<file path="src/rtl/sr_pkg.sv">
// rtl/sr_pkg.sv - shared state encodings, drive levels and sizing helper for the SR latch driver
package sr_pkg;

    typedef enum logic [1:0] {
        ST_IDLE    = 2'd0,
        ST_PULSE_S = 2'd1,
        ST_PULSE_R = 2'd2,
        ST_GAP     = 2'd3
    } state_t;

    // The downstream NAND latch is driven active-low.
    localparam logic DRIVE_OFF = 1'b1;
    localparam logic DRIVE_ON  = 1'b0;

    function automatic int cnt_width(input int max_val);
        return (max_val < 1) ? 1 : $clog2(max_val + 1);
    endfunction

endpackage

</file>
<file path="src/rtl/sr_debounce.sv">
// rtl/sr_debounce.sv - two-flop synchronizer, stability counter and rising-edge event for one button
module sr_debounce
    import sr_pkg::*;
#(
    parameter int DEB_CYCLES = 16
) (
    input  logic clk,
    input  logic rst_n,
    input  logic btn,
    output logic rise
);

    localparam int CW = cnt_width(DEB_CYCLES);
    localparam logic [CW-1:0] CNT_MAX = CW'(DEB_CYCLES);

    logic          sync1;
    logic          sync2;
    logic          level;
    logic          level_q;
    logic [CW-1:0] cnt;

    // The counter only runs while the synchronized value disagrees with the
    // held level; a single agreeing sample restarts the stability window.
    always_ff @(posedge clk or negedge rst_n) begin
        if (!rst_n) begin
            sync1   <= 1'b0;
            sync2   <= 1'b0;
            level   <= 1'b0;
            level_q <= 1'b0;
            cnt     <= '0;
        end else begin
            sync1   <= btn;
            sync2   <= sync1;
            level_q <= level;
            if (sync2 == level) begin
                cnt <= '0;
            end else if (cnt == CNT_MAX) begin
                level <= sync2;
                cnt   <= '0;
            end else begin
                cnt <= cnt + 1'b1;
            end
        end
    end

    assign rise = level & ~level_q;

endmodule

</file>
<file path="src/rtl/sr_drive_ctrl.sv">
// rtl/sr_drive_ctrl.sv - debounced buttons to non-overlapping active-low set/reset pulses
module sr_drive_ctrl
    import sr_pkg::*;
#(
    parameter int DEB_CYCLES   = 16,
    parameter int PULSE_CYCLES = 4,
    parameter int GAP_CYCLES   = 2
) (
    input  logic clk,
    input  logic rst_n,
    input  logic btn_set,
    input  logic btn_rst,
    output logic S,
    output logic R,
    output logic busy
);

    localparam int PW = cnt_width(PULSE_CYCLES);
    localparam int GW = cnt_width(GAP_CYCLES);
    localparam logic [PW-1:0] PULSE_LAST = PW'(PULSE_CYCLES - 1);
    localparam logic [GW-1:0] GAP_LAST   = GW'(GAP_CYCLES - 1);

    logic          rise_s;
    logic          rise_r;
    state_t        state;
    state_t        state_n;
    logic [PW-1:0] pulse_cnt;
    logic [GW-1:0] gap_cnt;
    logic          s_n;
    logic          r_n;
    logic          busy_n;

    sr_debounce #(.DEB_CYCLES(DEB_CYCLES)) u_deb_set (
        .clk  (clk),
        .rst_n(rst_n),
        .btn  (btn_set),
        .rise (rise_s)
    );

    sr_debounce #(.DEB_CYCLES(DEB_CYCLES)) u_deb_rst (
        .clk  (clk),
        .rst_n(rst_n),
        .btn  (btn_rst),
        .rise (rise_r)
    );

    always_comb begin
        state_n = state;
        unique case (state)
            ST_IDLE: begin
                if (rise_s && !rise_r) begin
                    state_n = ST_PULSE_S;
                end else if (rise_r && !rise_s) begin
                    state_n = ST_PULSE_R;
                end
            end
            ST_PULSE_S, ST_PULSE_R: begin
                if (pulse_cnt == PULSE_LAST) begin
                    state_n = ST_GAP;
                end
            end
            ST_GAP: begin
                if (gap_cnt == GAP_LAST) begin
                    state_n = ST_IDLE;
                end
            end
            default: state_n = ST_IDLE;
        endcase
    end

    // Outputs are decoded from the next state so the registered drives line up
    // with the registered state; only one of S/R can ever be selected.
    always_comb begin
        s_n    = (state_n == ST_PULSE_S) ? DRIVE_ON : DRIVE_OFF;
        r_n    = (state_n == ST_PULSE_R) ? DRIVE_ON : DRIVE_OFF;
        busy_n = (state_n != ST_IDLE);
    end

    always_ff @(posedge clk or negedge rst_n) begin
        if (!rst_n) begin
            state     <= ST_IDLE;
            pulse_cnt <= '0;
            gap_cnt   <= '0;
            S         <= DRIVE_OFF;
            R         <= DRIVE_OFF;
            busy      <= 1'b0;
        end else begin
            state <= state_n;
            S     <= s_n;
            R     <= r_n;
            busy  <= busy_n;
            if ((state == ST_PULSE_S || state == ST_PULSE_R) && state_n == state) begin
                pulse_cnt <= pulse_cnt + 1'b1;
            end else begin
                pulse_cnt <= '0;
            end
            if (state == ST_GAP && state_n == ST_GAP) begin
                gap_cnt <= gap_cnt + 1'b1;
            end else begin
                gap_cnt <= '0;
            end
        end
    end

endmodule

</file>
<file path="config.mk">
export PLATFORM = sky130hd
export DESIGN_NAME = sr_drive_ctrl
export DESIGN_NICKNAME = d
export VERILOG_FILES = /design/src/rtl/sr_pkg.sv /design/src/rtl/sr_debounce.sv /design/src/rtl/sr_drive_ctrl.sv
export SDC_FILE = /design/constraint.sdc
export NUM_CORES = 1
export LEC_CHECK = 0
export BUFFER_PORTS_ARGS = -buffer_cell sky130_fd_sc_hd__clkbuf_2
export CORE_MARGIN = 2
export CORE_UTILIZATION = 45
export CTS_CLUSTER_SIZE = 14
export DETAILED_ROUTE_END_ITERATION = 12
export GPL_ROUTABILITY_DRIVEN = 0
export SKIP_CTS_REPAIR_TIMING = 1
export SYNTH_ARGS = -nofsm -noshare
export SYNTH_HDL_FRONTEND = slang
export SYNTH_HIERARCHICAL = 1
export SYNTH_SLANG_ARGS = --single-unit
export TNS_END_PERCENT = 100
</file>
<file path="constraint.sdc">
create_clock -name clk -period 2.1 [get_ports clk]
set_input_delay 0.105 -clock clk [delete_from_list [all_inputs] [get_ports clk]]
set_output_delay 0.105 -clock clk [all_outputs]
set_load 0.02 [all_outputs]
</file>
==> impl_metrics.toml <==
[outcome]
status = "finished, final reports clean"

[power]
clkPwrFrac = 0.211
pwr-share-seq = 0.426
p_comb_frac = 0.363
power_density_nw_per_um2 = 1130
power.switching_mw = 0.543
power.total_mw = 1.64
swShare = 0.332
power.internal_mw = 1.09
max-vdd-ir-drop_mv = 0.930
cellLeakagePower_nw = 0.692

[route]
via_per_inst = 5.06
first_pass_iters = 4
antenna_left = 0
num_vias = 780
drt_iter0_markers = 15
drc_errors = 0
routedWlPerCell_um = 11.8
drt-total-wl_um = 1820

[yosys]
post_synth.cell_area_avg_um2 = 11.8
synth_mux_area_frac = 0.0173
synth_edf_count = 0
yosys.area_share.adder = 0.0951
synth_top_area_cell = "dfrtp_1"
netlist_top_cells_area = "dfrtp_1 (50%), ha_1 (8.6%), dfstp_2 (4.0%)"
synth_top_family_by_area = "simple AND/OR/NAND/NOR gates"
synth-xor-area-share = 0.0538
synth_top_area_frac = 0.500
synth_most_common_cell = "dfrtp_1"
syn_inst = 110
synth-simple-area-share = 0.160
ys_seq_area_frac = 0.540
ys_ff_latch = 28
synthTopCellsByCount = "dfrtp_1 (26), inv_1 (10), ha_1 (9)"
synth_compound_area_frac = 0.0903
synthArstFlopShare = 1.00
synth.distinct_cells = 33
synth_area_um2 = 1300
yosysWarnings = 6
synth_nets = 123
ys.flop_type = "dfrtp_1"

[place]
hpwl_um = 1300
place_area_um2 = 1370
dp.cells = 147
port_buffers = 6
place_ws_ns = 0.285

[layout]
stdcell_area_um2 = 1450
fillers = 254
area_growth_pct = 11.3
drive_gt1_frac = 0.171
register_area_um2 = 703
fin_cells = 154
insertedDiodeCount = 0
fin_nets = 137
multi_input_area_um2 = 543
fin_util = 0.526

[critical_path]
regToRegStartpoint = "state[1]$_DFF_PN0_"
path_class = "reg -> reg"
endpoint_kind = "flop"
timing.rr.end = "pulse_cnt[2]$_DFF_PN0_"
reg2reg_depth = 6
cp_max_fo = 7
arrival_ns = 2.11
cp.required_ns = 2.37
start_kind = "flop"
r2r_setup_slack_ns = 0.26

[floorplanning]
ios = 7
initial_core_util = 0.472
fp.dieH_um = 57.8
die-width_um = 57.8
row_count = 19
coreArea_um2 = 2760
die-area_um2 = 3340

[timing]
fin_skew_ns = 0.00739
hold_ws_ns = 0.332
min_period_ns = 1.84
grt_setup_unrepaired = "false"
tns_ns = 0
slew_viol_final = 0
hold_viol = 0
setup_violations = 0
finalWorstSetupSlack_ns = 0.260
fin_crit_sh = 0.876
worst_pin_slew_ns = 0.672
clock.fmax_mhz = 544
maxSlewHeadroom = 0.552

[clock_tree]
htreeDepth = 1
cts_root_buf = "clkbuf_4"
cts_tree = "built"
clkTransAtPathRegs_ns = 0.15
cts_buffer_depth = 2
cts_buffers = 3
clk_latency_ns = 0.32
clock_sinks = 28

[global_route]
track_usage = 0.132
grt_pass1_wl_um = 3330
overflow = 0
grt_max_degree = 29
grt_pass1_vias = 752
antenna_found_initial = 0

[job]
drv_cap = 0

[worst_hold_path]
hp-class = "in -> async"
[worst max-delay path: stages, from the launching register on]
cell and delay [ns]:
dfrtp_1 0.48, inv_1 0.07, ha_1 0.34, and3b_1 0.19, a211o_1 0.27, a221oi_2 0.29
nor2b_1 0.16
[cells in the final DEF, fill, tap and decap left out, types with 2 or more instances in the layout]
master          n
dlygate4sd3_1   3
nor2_1          6
inv_1          10
clkbuf_4        3
nor3_1          2
o21ai_0         2
nor2b_1         5
inv_2           2
or2b_1          2
dfstp_2         2
nor4b_2         2
and2_1          5
nand2_1         5
ha_1            9
nand3_1         4
xnor2_1         4
o31ai_1         3
mux2_1          2
clkbuf_2        6
dfrtp_1        26
xor2_1          4
[kinds of logic (layout without fill, tap and decap cells)]
group | count (synthesis) | in the layout
AND/OR/NAND/NOR | 35 | 35
multiplexers | 2 | 2
flip-flops | 28 | 28
XOR/XNOR | 8 | 8
buffers and inverters | 13 | 26
adder cells (fa/ha/maj) | 10 | 10
AO/OA/AOI/OAI | 14 | 14
[power groups by stage]
stage | Clock, mW | Sequential [mW] | Combinational [mW]
2_1_floorplan | 0 | 0.728 | 0.450
3_3_place_gp | 0 | 0.704 | 0.581
3_5_place_dp | 0 | 0.708 | 0.599
4_1_cts | 0.366 | 0.697 | 0.601
5_1_grt | 0.385 | 0.710 | 0.664
6_report | 0.345 | 0.697 | 0.594
[per-layer routing]
layer  share of wire  wire length (µm)  global-route usage
met3           0.018                33              0.0268
met4           0.013                23              0.0698
met1            0.47               855               0.177
met2            0.50               912               0.203
met5               0                 0                   0
[sequential cells by signal, summed over array words and instances (netlist names), 2 cells and up]
register and cells:
u_deb_rst/cnt 5, u_deb_set/cnt 5, pulse_cnt 3, gap_cnt 2, state 2
[how the worst max path moves through the flow]
stage | slack, ns | start | cells after the start | end
2_1_floorplan | 0.42 | state[0]$_DFF_PN0_ | 6 | pulse_cnt[0]$_DFF_PN0_
3_3_place_gp | 0.34 | state[0]$_DFF_PN0_ | 6 | pulse_cnt[2]$_DFF_PN0_
3_5_place_dp | 0.29 | state[1]$_DFF_PN0_ | 6 | pulse_cnt[1]$_DFF_PN0_
4_1_cts | 0.26 | state[1]$_DFF_PN0_ | 6 | pulse_cnt[2]$_DFF_PN0_
5_1_grt | 0.15 | state[1]$_DFF_PN0_ | 6 | pulse_cnt[2]$_DFF_PN0_
6_report | 0.26 | state[1]$_DFF_PN0_ | 6 | pulse_cnt[2]$_DFF_PN0_
[layout make-up]
| cell class | instances | area share |
|---|---|---|
| multi-input cells | 69 | 0.374 |
| clock inverters | 1 | 0.0207 |
| repair buffers | 10 | 0.0466 |
| inverters | 12 | 0.0311 |
| well taps | 31 | 0.0267 |
| flip-flops and latches | 28 | 0.485 |
| clock buffers | 3 | 0.0155 |
(Power assumes the default switching activity.)
